[src/rtl/jtag_gpif_shifter.sv]
// JTAG shift engine: packed GPIF nibble commands drive TCK/TMS/TDI, TDO packed into result words.
// Build option JTAG_TDO_SYNC_EN: 2-flop tdo synchroniser, capture on last clk of TCK high.
module jtag_gpif_shifter #(
  parameter int DATA_W  = 8,
  parameter int TCK_DIV = 2,
  parameter int CNT_W   = 6
) (
  input  logic              clk,
  input  logic              rst_n,
  input  logic [DATA_W-1:0] in_data,
  input  logic              in_valid,
  output logic              in_ready,
  output logic [DATA_W-1:0] out_data,
  output logic              out_valid,
  input  logic              out_ready,
  output logic [CNT_W-1:0]  out_bits,
  input  logic              flush,
  output logic              busy,
  output logic              tck,
  output logic              tms,
  output logic              tdi,
  input  logic              tdo
);

  localparam int NIB = DATA_W / 4;
  localparam int IW  = (NIB > 1) ? $clog2(NIB) : 1;
  localparam int DW  = (TCK_DIV > 1) ? $clog2(TCK_DIV) : 1;

  typedef enum logic [2:0] {
    IDLE,
    LOAD,
    LOW,
    HIGH,
    FLUSH
  } state_t;

  state_t state_q, state_d;

  logic [DATA_W-1:0] hold_q;
  logic              hold_full_q;
  logic              en_q;
  logic [DATA_W-1:0] sh_q;
  logic [DATA_W-1:0] sh_nx;
  logic [IW-1:0]     idx_q;
  logic [DW-1:0]     div_q;
  logic [DATA_W-1:0] cap_q;
  logic [DATA_W-1:0] cap_ins;
  logic [CNT_W-1:0]  cnt_q;
  logic              tck_q;
  logic              tms_q;
  logic              tdi_q;
  logic [DATA_W-1:0] out_data_q;
  logic              out_valid_q;
  logic [CNT_W-1:0]  out_bits_q;

  logic nib_v;
  logic nib_c;
  logic last;
  logic div_end;
  logic out_free;
  logic stall;
  logic accept;
  logic rise;
  logic fall;
  logic adv;
  logic cap_now;
  logic flush_now;
  logic tbit;

  assign nib_v    = sh_q[3];
  assign nib_c    = sh_q[2];
  assign last     = (idx_q == IW'(NIB - 1));
  assign div_end  = (div_q == DW'(TCK_DIV - 1));
  assign out_free = !out_valid_q || out_ready;
  assign stall    = nib_c && !out_free;
  assign accept   = in_valid && in_ready;
  assign sh_nx    = sh_q >> 4;
  assign cap_ins  = cap_q | (DATA_W'(tbit) << cnt_q);

`ifdef JTAG_TDO_SYNC_EN
  logic tdo_s1;
  logic tdo_s2;

  always_ff @(posedge clk) begin
    if (!rst_n) begin
      tdo_s1 <= 1'b0;
      tdo_s2 <= 1'b0;
    end else begin
      tdo_s1 <= tdo;
      tdo_s2 <= tdo_s1;
    end
  end

  assign tbit    = tdo_s2;
  assign cap_now = fall && nib_c;
`else
  assign tbit    = tdo;
  assign cap_now = rise && nib_c;
`endif

  always_comb begin
    state_d   = state_q;
    rise      = 1'b0;
    fall      = 1'b0;
    adv       = 1'b0;
    flush_now = 1'b0;
    unique case (state_q)
      IDLE: begin
        if (hold_full_q)
          state_d = LOAD;
        else if (flush && cnt_q != '0)
          state_d = FLUSH;
      end
      LOAD: state_d = LOW;
      LOW: begin
        if (!nib_v) begin
          adv = 1'b1;
          if (last)
            state_d = hold_full_q ? LOAD : IDLE;
        end else if (div_end && !stall) begin
          rise    = 1'b1;
          state_d = HIGH;
        end
      end
      HIGH: begin
        if (div_end) begin
          fall = 1'b1;
          adv  = 1'b1;
          if (last)
            state_d = hold_full_q ? LOAD : IDLE;
          else
            state_d = LOW;
        end
      end
      FLUSH: begin
        if (out_free) begin
          flush_now = 1'b1;
          state_d   = IDLE;
        end
      end
      default: state_d = IDLE;
    endcase
  end

  always_ff @(posedge clk) begin
    if (!rst_n) begin
      state_q     <= IDLE;
      hold_q      <= '0;
      hold_full_q <= 1'b0;
      en_q        <= 1'b0;
      sh_q        <= '0;
      idx_q       <= '0;
      div_q       <= '0;
      cap_q       <= '0;
      cnt_q       <= '0;
      tck_q       <= 1'b0;
      tms_q       <= 1'b1;
      tdi_q       <= 1'b0;
      out_data_q  <= '0;
      out_valid_q <= 1'b0;
      out_bits_q  <= '0;
    end else begin
      state_q <= state_d;
      en_q    <= 1'b1;

      if (accept) begin
        hold_q      <= in_data;
        hold_full_q <= 1'b1;
      end else if (state_q == LOAD) begin
        hold_full_q <= 1'b0;
      end

      // tms/tdi only move while tck is low: at load or at the falling edge
      if (state_q == LOAD) begin
        sh_q  <= hold_q;
        idx_q <= '0;
        if (hold_q[3]) begin
          tms_q <= hold_q[0];
          tdi_q <= hold_q[1];
        end
      end else if (adv) begin
        sh_q  <= sh_nx;
        idx_q <= idx_q + IW'(1);
        if (!last && sh_nx[3]) begin
          tms_q <= sh_nx[0];
          tdi_q <= sh_nx[1];
        end
      end

      if (state_q == HIGH) begin
        div_q <= div_end ? '0 : div_q + DW'(1);
      end else if (state_q == LOW && nib_v) begin
        if (!div_end)
          div_q <= div_q + DW'(1);
        else if (!stall)
          div_q <= '0;
      end else begin
        div_q <= '0;
      end

      if (rise)
        tck_q <= 1'b1;
      else if (fall)
        tck_q <= 1'b0;

      if (out_valid_q && out_ready)
        out_valid_q <= 1'b0;

      if (cap_now) begin
        if (cnt_q == CNT_W'(DATA_W - 1)) begin
          out_data_q  <= cap_ins;
          out_bits_q  <= CNT_W'(DATA_W);
          out_valid_q <= 1'b1;
          cap_q       <= '0;
          cnt_q       <= '0;
        end else begin
          cap_q <= cap_ins;
          cnt_q <= cnt_q + CNT_W'(1);
        end
      end else if (flush_now) begin
        out_data_q  <= cap_q;
        out_bits_q  <= cnt_q;
        out_valid_q <= 1'b1;
        cap_q       <= '0;
        cnt_q       <= '0;
      end
    end
  end

  assign in_ready  = en_q && !hold_full_q;
  assign busy      = (state_q != IDLE) || hold_full_q;
  assign out_data  = out_data_q;
  assign out_valid = out_valid_q;
  assign out_bits  = out_bits_q;
  assign tck       = tck_q;
  assign tms       = tms_q;
  assign tdi       = tdi_q;

endmodule

[config.mk]
export PLATFORM = sky130hd
export DESIGN_NAME = jtag_gpif_shifter
export DESIGN_NICKNAME = d
export VERILOG_FILES = /design/src/rtl/jtag_gpif_shifter.sv
export SDC_FILE = /design/constraint.sdc
export NUM_CORES = 1
export LEC_CHECK = 0
export CELL_PAD_IN_SITES_DETAIL_PLACEMENT = 0
export CELL_PAD_IN_SITES_GLOBAL_PLACEMENT = 1
export CORE_MARGIN = 2
export CORE_UTILIZATION = 41
export DETAILED_ROUTE_END_ITERATION = 16
export GPL_TIMING_DRIVEN = 0
export PLACE_DENSITY_LB_ADDON = 0.15
export SYNTH_ARGS = -nofsm -noshare
export SYNTH_HDL_FRONTEND = slang
export SYNTH_SLANG_ARGS = --single-unit
[constraint.sdc]
create_clock -name clk -period 2.3 [get_ports clk]
set_input_delay 0.23 -clock clk [delete_from_list [all_inputs] [get_ports clk]]
set_output_delay 0.23 -clock clk [all_outputs]
set_load 0.02 [all_outputs]
# Yosys cells after proc, flatten, opt, wreduce, memory -nomap -nowiden
# Index checks and enable logic that the tools add are counted.
totals:
  in_bits: 14
  regBits: 55
  wordCells: 116
  out_inout_bits: 20
classes:
  add_sub_neg: 3
  eq_ne: 12
  shift: 1
  n_reduce_logical: 28
  bitwise: 2
  mux: 55
op_table:
  columns: ["op", "count"]
  rows:
  - ["two-way mux 8 bit", 8]
  - ["two-way mux 6 bit", 6]
  - ["two-way mux 1 bit", 31]
  - ["two-way mux 3 bit", 7]
  - ["case mux 3 bit (5 select lines)", 1]
  - ["nonzero test 2 bit", 5]
  - ["logical AND 1 bit", 9]
  - ["inequality test 3 bit (second input constant)", 3]
  - ["bitwise OR 8 bit", 1]
  - ["<< shifter 1 x 6 -> 8 bit", 1]
  - ["adder 6 x 1 -> 6 bit (second input constant)", 1]
  - ["equality test 3 x 2 -> 1 bit (second input constant)", 2]
  - ["equality test 6 x 3 -> 1 bit (second input constant)", 1]
  - ["inequality test 2 bit (second input constant)", 3]
  - ["nonzero test 6 bit", 1]
  - ["zero test 1 bit", 5]
  - ["AND reduction 5 bit", 1]
  - ["equality test 3 x 1 -> 1 bit (second input constant)", 1]
  - ["equality test 3 bit (second input constant)", 1]
  - ["zero test 3 bit", 1]
  - ["AND reduction 3 bit", 1]
  - ["nonzero test 3 bit", 1]
  - ["adder 1 bit (second input constant)", 2]
  - ["logical OR 1 bit", 2]
  - ["6 further kinds", 6]

# Longest topological paths before layout
depth:
  ltp_word: 12
  ltp_mapped: 7
  mapped_depth_nobuf: 6

# Worst setup path before layout
# No wires, ideal clock.
synth_timing:
  path_kind: "register -> register"
  startpoint: "register state_q[0]"
  endpoint: "register cnt_q[2]"
  stages_incl_launch_ff: 8
  setup_slack_ps: 651
  period_less_slack_ps: 1649
  setup_time_ps: 132
  t_required_ps: 2168
  arrival_time_ps: 1517
  path_buffers: 2
  path_cell_list: "dfxtp_1 -> buf_6 -> nand4bb_4 -> or3_1 -> buf_6 -> and2_1 -> o21ai_1 -> a21oi_1"
synth_between:
  elab_chain_cells: 4
  word_cells_on_any_way: 7
  classes_between: "eq/ne (2); mux (3); reduce/logical (2)"
synth_rtl:
  columns: ["element", "line_no", "text"]
  rows:
  - ["start: declaration", "37", "state_t state_q, state_d;"]
  - ["start signal: assignment", "163", "state_q <= state_d;"]
  - ["equality test 3 x 2 -> 1 bit", "107", "unique case (state_q)"]
  - ["two-way mux 1 bit", "107", null]
  - ["logical AND 1 bit", "98", "assign cap_now = rise && nib_c;"]
  - ["two-way mux 6 bit / nonzero test 2 bit (equally long branches)", null, null]
  - ["end signal: assignment", "218", "cnt_q <= cnt_q + CNT_W'(1);"]
  - ["end: declaration", "48", "logic [CNT_W-1:0] cnt_q;"]
# Parallel ways exist; a longest one is shown, timed or not.
# A chain may end at the register's enable or synchronous reset.

# Worst setup path after layout
layout_timing:
  startpoint: "register state_q[1]"
  endpoint: "output busy"
layout_between:
  elab_chain_cells: 2
layout_rtl:
  columns: ["element", "line_no", "text"]
  rows:
  - ["nonzero test 3 bit", "231", "assign busy = (state_q != IDLE) || hold_full_q;"]
  - ["logical OR 1 bit", "231", null]
  - ["end: declaration", "18", "output logic busy,"]
# Every way passes these cells.

==> flow_metrics.env <==
export IMPL_worstMarginPinSlew_ns=0.721
export IMPL_netlist_top_cells_area="dfxtp_1, a21oi_1, nor2_1"
export IMPL_min_from="in_valid"
export IMPL_ys_types=54
export IMPL_die_h_um=79.2
export IMPL_syn_avg_cell_area_sq_um=9.16
export IMPL_power_leakage_uw=0.00105
export IMPL_wl_met1_um=2720
export IMPL_synthFlopType="dfxtp_1"
export IMPL_finalSetupViolCount=0
export IMPL_maxCapViolCount=0
export IMPL_worstHoldPathType="primary input to flop"
export IMPL_post_cts_buffers=0
export IMPL_start_kind="flop"
export IMPL_powerDensity_mw_per_mm2=576
export IMPL_clock_latency_ns=0.31
export IMPL_r2r_start="cnt_q[3]$_SDFFE_PN0P_"
export IMPL_final_cells=365
export IMPL_top_layer="met4"
export IMPL_ctsHoldBuffers=0
export IMPL_async_flop_share_pct=0
export IMPL_first_global_vias=1751
export IMPL_area_delta_synth_final_pct=22.1
export IMPL_dr_pass1_iters=4
export IMPL_h_tree_depth=2
export IMPL_slew_headroom_pct=51.6
export IMPL_rows=27
export IMPL_final_nets=308
export IMPL_clock_path_buffers=2
export IMPL_netlist_top_cell_by_area="dfxtp_1"
export IMPL_num_antenna_cells=0
export IMPL_yosys_warnings=0
export IMPL_hold_viol_final=0
export IMPL_clk_pin_slew_ns=0.09
export IMPL_fin_worst_skew_ns=0.00645
export IMPL_die_x_um=79.2
export IMPL_grt_ovfl_total=0
export IMPL_dieArea_sq_mm=0.00627
export IMPL_viasPerCell=5.16
export IMPL_peakVddDrop_mv=0.253
export IMPL_period_share_pct=93.3
export IMPL_synth_most_common_cell="dfxtp_1"
export IMPL_reg2reg_slack_ns=0.34
export IMPL_grt_pass1_wl_um=8690
export IMPL_cp_max_fo=10
export IMPL_reg2reg_to="cap_q[5]$_SDFFE_PN0P_"
export IMPL_met3_wirelength_um=176
export IMPL_arrival_ns=1.92
export IMPL_dpl_instance_area_sq_mm=0.00273
export IMPL_fin_total_pwr_uw=1630
export IMPL_synth_area_sq_mm=0.00232
export IMPL_yosysTopAreaCellShare_pct=45.8
export IMPL_ys_seq_area_share_pct=45.8
export IMPL_grt_max_degree=16
export IMPL_worstPathRequired_ns=2.07
export IMPL_gp_congestion=0.816
export IMPL_coreArea_sq_mm=0.00547
export IMPL_critPathMaxStageDelay_ns=0.55
export IMPL_timing_setup_tns_ns=0
export IMPL_clkSinkCount=53
export IMPL_layout_min_cycle_time_ns=2.15
export IMPL_critical_path_class="flop to output port"
export IMPL_io_pins=34
export IMPL_syn_instance_count=253
export IMPL_worstHoldEndpoint="hold_q[6]$_SDFFE_PN0P_"
export IMPL_status="complete, no violations"
export IMPL_cts_root_buf="clkbuf_8"
export IMPL_design_area_sq_mm=0.00283
export IMPL_synth_edf_count=0
export IMPL_drive_above_1_share_pct=12.6
export IMPL_dr_wl_met2_um=2100
export IMPL_drt_iter0_markers=103
export IMPL_grt_usage_pct=17.6
export IMPL_vias=1885
export IMPL_rsz0062_at_grt="no"
export IMPL_ys_ff_latch=53
export IMPL_fmax_mhz=466
export IMPL_hold_depth=3
export IMPL_post_cts_resized=0
export IMPL_cts_buffers=5
export IMPL_synth_common_cells="dfxtp_1, nor2_1, a21oi_1"
export IMPL_cp_end_kind="output port"
export IMPL_io_buffers=32
export IMPL_hpwl_um=3580
export IMPL_tritoncts="built"
export IMPL_dp_cells=357
export IMPL_rr_worst_depth=5
export IMPL_initial_core_util_pct=42.3
export IMPL_crit_slowest_cell="clkdlybuf4s50_1"
export IMPL_slew_violations=0
export IMPL_path_cells="buf_2 > nor4_1 > inv_1 > clkdlybuf4s50_1"
export IMPL_wl_per_cell_um=13.9
export IMPL_antenna_found_initial=0
export IMPL_totalWireLength_um=5070
export IMPL_ant_nets=0
export IMPL_synth_nets=269
export IMPL_drc=0
-- routing by layer --
layer | track usage (%) | vias to the layer above
met1 | 26.4 | 862
li1 | - | 980
met3 | 3.98 | 6
met2 | 24.8 | 37
met4 | 5.69 | 0
met5 | 0 | -
-- stage by stage --
stage | hold WS (ns) | setup WS [ns] | util [%]
global placement | 0.435 | 0.131 | 49.8
detailed placement | 0.446 | 0.161 | 49.8
CTS | 0.338 | 0.113 | 51.7
floorplan | 0.258 | 0.651 | -
finish | 0.337 | 0.154 | 51.7
global route | 0.353 | 0.0263 | 51.7
-- area by class of cell --
cell class,count,area [sq um]
fillers,554,2640
multi-input cells,177,1140
flip-flops and latches,53,1060
repair buffers,32,320
clock buffers,7,96.3
well taps,72,90.1
plain buffers,14,80.1
inverters,9,33.8
clock inverters,1,5.00
-- cell usage in the layout, fill, tap and decap left out, drive strengths merged, types with 4 or more instances in the layout --
cell type,Yosys,layout
a211oi,4,4
a21oi,29,29
a22o,5,5
a2bb2oi,4,4
a31oi,6,6
and3,6,6
buf,8,8
clkbuf,6,13
clkdlybuf4s50,0,32
dfxtp,53,53
inv,8,8
mux2i,4,4
nand2,22,22
nand3,11,11
nor2,28,28
nor3,10,10
o21ai,11,11
-- registers in the layout, summed over array words and instances, names as in the netlist, 3 cells and up --
register	flops
sh_q	6
hold_q	8
out_bits	6
cnt_q	6
state_q	3
out_data	8
cap_q	8
-- critical path, delay by kind of cell, from the launching register on --
kind	cells	cell delay, ns
buffers and inverters	3	0.80
AND/OR/NAND/NOR	1	0.46
flip-flops	1	0.34
-- report_power, final --
group | internal, uW | switching (uW) | total (uW)
sequential | 930 | 10.3 | 940
clock | 273 | 308 | 581
combinational | 48.0 | 58.9 | 107
-- worst max path at each step --
stage,slack (ns),end,start
4_1_cts,0.11,busy,state_q[1]$_SDFFE_PN0P_
6_report,0.15,busy,state_q[1]$_SDFFE_PN0P_
3_3_place_gp,0.13,out_valid$_SDFF_PN0_,rst_n
5_1_grt,0.03,busy,state_q[1]$_SDFFE_PN0P_
2_1_floorplan,0.65,cnt_q[2]$_SDFFE_PN0P_,state_q[0]$_SDFFE_PN0P_
3_5_place_dp,0.16,out_valid$_SDFF_PN0_,rst_n
-- cells by family after synthesis --
| group | share of synthesized area (%) |
|---|---|
| AND/OR/NAND/NOR | 23.2 |
| AO/OA/AOI/OAI | 22.5 |
| flip-flops | 45.8 |
| buffers and inverters | 4.91 |
| multiplexers | 1.73 |
| XOR/XNOR | 0.756 |
| adder cells (fa/ha/maj) | 1.08 |
(Power assumes the default switching activity.)
==> patch 1 (same settings) <==
Change the parameter `TCK_DIV` from 2 to 1.
--- a/src/rtl/jtag_gpif_shifter.sv
+++ b/src/rtl/jtag_gpif_shifter.sv
@@ -2,7 +2,7 @@
 // Build option JTAG_TDO_SYNC_EN: 2-flop tdo synchroniser, capture on last clk of TCK high.
 module jtag_gpif_shifter #(
   parameter int DATA_W  = 8,
-  parameter int TCK_DIV = 2,
+  parameter int TCK_DIV = 1,
   parameter int CNT_W   = 6
 ) (
   input  logic              clk,
Function: changed (Yosys sat finds a counterexample within 10 cycles, from zero or initial values and one cycle with rst_n low).
==> patch 1 against the original RTL <==
Final area is essentially flat; synthesized area grew 0.27%; clock power shrank 4.1%; wire length grew 5.3%; total power grew 2.9%; die area grew 0.25%; first-iteration DRC count grew 48%; worst setup slack lost 0.028 ns; sequential cell count shrank 1; critical path type unchanged; highest routed layer unchanged.
==> patch 1: results (changes against the original RTL) <==
| Metric | Value |
|---|---|
| Status | `complete, no violations (unchanged)` |
| Crit path DAT | `1.94 ns (was 1.92 ns)` |
| Worst slack, placed | `-0.03353 ns (was 0.1610 ns)` |
| Met1 usage | `27.89% (was 26.42%)` |
| Largest cells by area after synthesis | `dfxtp_1 (45%), nand2_1 (4.7%), nor2_1 (3.1%) (was dfxtp_1 (46%), a21oi_1 (5.4%), nor2_1 (4.2%))` |
| Nets | `302 (was 308)` |
| GR Util met3 | `3.636% (was 3.977%)` |
| Pin count of the biggest net entering global routing | `15 (was 16)` |
| Cell Count Post-Placement | `351 (was 357)` |
| Vias in the first global route | `1,852 (was 1,751)` |
| WL met2 | `2286 um (was 2098 um)` |
| Tightest Pin Transition | `1.021 ns (was 0.7209 ns)` |
| Reg2reg end | `state_q[1]$_SDFFE_PN0P_ (was cap_q[5]$_SDFFE_PN0P_)` |
| Syn nets | `263 (was 269)` |
| Drt via density | `5.561 (was 5.164)` |
| Synthesized area per cell | `9.407 um2 (was 9.159 um2)` |
| M1 WL | `2773 um (was 2719 um)` |
| Via count | `1,991 (was 1,885)` |
| Routability cong. | `0.8066 (was 0.8163)` |
| Worst Hold End | `hold_q[3]$_SDFFE_PN0P_ (was hold_q[6]$_SDFFE_PN0P_)` |
| Wire per inst | `14.90 um (was 13.88 um)` |
| R2R Setup Slk | `0.31 ns (was 0.34 ns)` |
| Worst setup path start | `state_q[1]$_SDFFE_PN0P_ (unchanged)` |
| Max rail drop VDD | `0.0002695 V (was 0.0002534 V)` |
| GRT Total Usage | `18.54% (was 17.64%)` |
| Routed met3 length | `225 um (was 176 um)` |
| Seq/Total Area, Yosys | `44.80% (was 45.79%)` |
| Global-route wire length before repair | `9073 um (was 8694 um)` |
| Met2 GRT Util | `26.02% (was 24.83%)` |
| Post-synth top cells | `dfxtp_1 (52), nand2_1 (29), nor2_1 (19) (was dfxtp_1 (53), nor2_1 (26), a21oi_1 (25))` |
| Placed cell areas | `0.002734 mm2 (was 0.002728 mm2)` |
patch 1: changes by cell type in the layout (fill, tap and decap cells not counted), moves of 4 or more:
cell | before | now
a21oi_1 | 25 | 13
a221oi_2 | 0 | 4
a22o_1 | 5 | 0
a32o_1 | 0 | 5
nand2_1 | 21 | 29
nor2_1 | 26 | 19
nor3_1 | 9 | 2
nor4_1 | 1 | 6
o21ai_0 | 8 | 0
patch 1: power by group:
group | internal, mW | switching, mW | total [mW]
clock | 0.269 | 0.289 | 0.557
sequential | 0.920 | 0.0125 | 0.933
combinational | 0.0817 | 0.103 | 0.185
patch 1: tightest hold or removal path, cell delays in order:
cell and delay (ns):
buf_1 0.18, nand3_1 0.13, a21oi_1 0.05
patch 1: cell type report:
| type | count | area, um2 |
|---|---|---|
| buffer | 16 | 95.09 |
| clock buffer | 7 | 96.34 |
| fill | 529 | 2676 |
| inverter | 5 | 18.77 |
| multi-input combinational | 174 | 1169 |
| sequential | 52 | 1041 |
| tap | 72 | 90.09 |
| timing repair buffer | 32 | 320.3 |
patch 1: per-stage QoR:
| step | TNS [ns] | util, % | hold WS, ns |
|---|---|---|---|
| 2_1_floorplan | 0 | - | 0.2577 |
| 6_report | 0 | 51.40 | 0.3373 |
| 3_3_place_gp | -0.09194 | 49.65 | 0.4472 |
| 5_1_grt | 0 | 51.40 | 0.3611 |
| 3_5_place_dp | -0.1290 | 49.65 | 0.4503 |
| 4_1_cts | 0 | 51.40 | 0.3250 |
patch 1: kinds of logic (layout without fill, tap and decap cells):
group	count (synthesis)	after routing	share of synthesized area, %
and+or+nand+nor	98	98	22.62
DFF	52	52	44.80
adders and majority gates	2	2	1.077
buffers and inverters	21	60	4.900
xor gates and xnor gates	1	1	0.3770
muxes	10	10	4.470
AOI/OAI and AO/OA	63	63	21.76
==> patch 2 (same settings) <==
Without the edit above. Compare `cnt_q` against `CNT_W'(DATA_W - 1)` with >= in place of ==.
--- a/src/rtl/jtag_gpif_shifter.sv
+++ b/src/rtl/jtag_gpif_shifter.sv
@@ -207,7 +207,7 @@
         out_valid_q <= 1'b0;
 
       if (cap_now) begin
-        if (cnt_q == CNT_W'(DATA_W - 1)) begin
+        if (cnt_q >= CNT_W'(DATA_W - 1)) begin
           out_data_q  <= cap_ins;
           out_bits_q  <= CNT_W'(DATA_W);
           out_valid_q <= 1'b1;
Formal check against the unedited RTL: no difference found for any inputs over 10 cycles, from zero or initial values and one cycle with rst_n low; that may be too few to reach the edited logic, so the function may still have changed.
==> patch 2 against the original RTL <==
Via count grew 2.4%; sequential cell count is the same; worst setup slack gained 0.019 ns; synthesized area grew 2.6%; die area grew 2.5%; non-clock buffer count grew 1; final area grew 2.7%; wire length grew 7.6%; sequential power is essentially flat; total power grew 3.9%; synthesized cell count shrank 0.40%; largest power group unchanged.
==> patch 2: results (changes against the original RTL) <==
| Metric | Value |
|---|---|
| Drt via density | `5.305 (was 5.164)` |
| Worst slack, placed | `0.2150 ns (was 0.1610 ns)` |
| Syn Inst Count | `252 (was 253)` |
| Global-route wire length before repair | `9280 um (was 8694 um)` |
| Port buffer count | `32 (unchanged)` |
| Seq/Total Area, Yosys | `44.63% (was 45.79%)` |
| Crit path DAT | `1.90 ns (was 1.92 ns)` |
| FILL cells | `531 (was 554)` |
| CTS max path bufs | `2 (unchanged)` |
| Max rail drop VDD | `0.0002769 V (was 0.0002534 V)` |
| Largest cells by area after synthesis | `dfxtp_1 (45%), nand2_1 (4.6%), a21boi_0 (3.2%) (was dfxtp_1 (46%), a21oi_1 (5.4%), nor2_1 (4.2%))` |
| Count of cell types in the netlist | `56 (was 54)` |
| Setup Skew | `0.008788 ns (was 0.006452 ns)` |
| Initial antenna violation count | `0 (unchanged)` |
| Final cell count without fillers | `364 (was 365)` |
| Nets | `307 (was 308)` |
| Total Wirelength | `5453 um (was 5066 um)` |
| Clock Latency Late Sink | `0.29 ns (was 0.31 ns)` |
| Syn nets | `268 (was 269)` |
| Status | `complete, no violations (unchanged)` |
| 1st-iter DRT viols | `156 (was 103)` |
| HPWL Detailed | `3816 um (was 3582 um)` |
| Vias in the first global route | `1,815 (was 1,751)` |
| Tightest Pin Transition | `0.9047 ns (was 0.7209 ns)` |
| Leak pwr | `1.111 nW (was 1.052 nW)` |
| Sw frac | `21.03% (was 23.19%)` |
| GRT Total Usage | `18.60% (was 17.64%)` |
| Routability cong. | `0.8193 (was 0.8163)` |
## patch 2: cell count changes after synthesis, moves of 5 or more
| cell | unedited run | this run |
|---|---|---|
| a21oi_1 | 25 | 14 |
| nand2_1 | 21 | 29 |
| a21boi_0 | 0 | 10 |
| and2_1 | 1 | 6 |
| a22o_1 | 5 | 0 |
| nor2_1 | 26 | 13 |
| a32o_1 | 0 | 5 |
## patch 2: worst max-delay path: stages, from the launching register on
cell and delay, ns:
dfxtp_1 0.37, nor2b_1 0.14, clkbuf_1 0.40, clkdlybuf4s50_1 0.70
## patch 2: routing by layer
metal / up-vias / GRT usage [%] / part of all wire (%)
met2: 39 / 27.58 / 43
met5: - / 0 / 0
met4: 0 / 4.576 / 0.57
met3: 2 / 2.697 / 3.1
li1: 991 / - / -
met1: 899 / 28.16 / 54
## patch 2: logic make-up after synthesis
group	Yosys count	share of synthesized area, %
muxes	3	1.263
buffers and inverters	24	5.368
xor gates and xnor gates	1	0.3685
and+or+nand+nor	97	23.11
adders and majority gates	2	1.052
AOI/OAI and AO/OA	72	24.21
DFF	53	44.63
## patch 2: final timing paths
| kind | startpoint | endpoint | slack (ns) | depth (start not counted) |
|---|---|---|---|---|
| setup reg to reg | cnt_q[0]$_SDFFE_PN0P_ | out_data[6]$_SDFFE_PN0P_ | 0.34 | 5 |
| hold / removal | in_valid | hold_q[1]$_SDFFE_PN0P_ | 0.39 | 3 |
| setup / recovery | hold_full_q$_SDFFE_PN0P_ | in_ready | 0.17 | 3 |
| hold reg to reg | cap_q[2]$_SDFFE_PN0P_ | cap_q[2]$_SDFFE_PN0P_ | 0.46 | 2 |
## patch 2: final cells by class
type                    count  area share [%]
clock buffers               7           2.973
multi-input cells         175           40.93
flip-flops and latches     53           36.54
well taps                  72           3.102
clock inverters             1           1.034
repair buffers             32           11.03
inverters                   9           1.163
plain buffers              15           3.231
## patch 2: metrics by stage
stage | util (%) | power (mW) | instance area (um2) | hold WS, ns
after floorplan | - | 1.022 | 2377 | 0.2577
after detailed placement | 50.32 | 1.074 | 2788 | 0.4415
after CTS | 52.42 | 1.723 | 2904 | 0.3843
final | 52.42 | 1.692 | 2904 | 0.3874
after global placement | 50.32 | 1.073 | 2788 | 0.4346
after global routing | 52.42 | 1.769 | 2904 | 0.3986
## patch 2: power by group through the flow
stage / combinational (mW) / clock [mW] / sequential [mW]
global route: 0.125 / 0.702 / 0.942
finish: 0.112 / 0.641 / 0.939
detailed placement: 0.113 / 0 / 0.961
floorplan: 0.0642 / 0 / 0.958
global placement: 0.112 / 0 / 0.961
CTS: 0.113 / 0.670 / 0.939
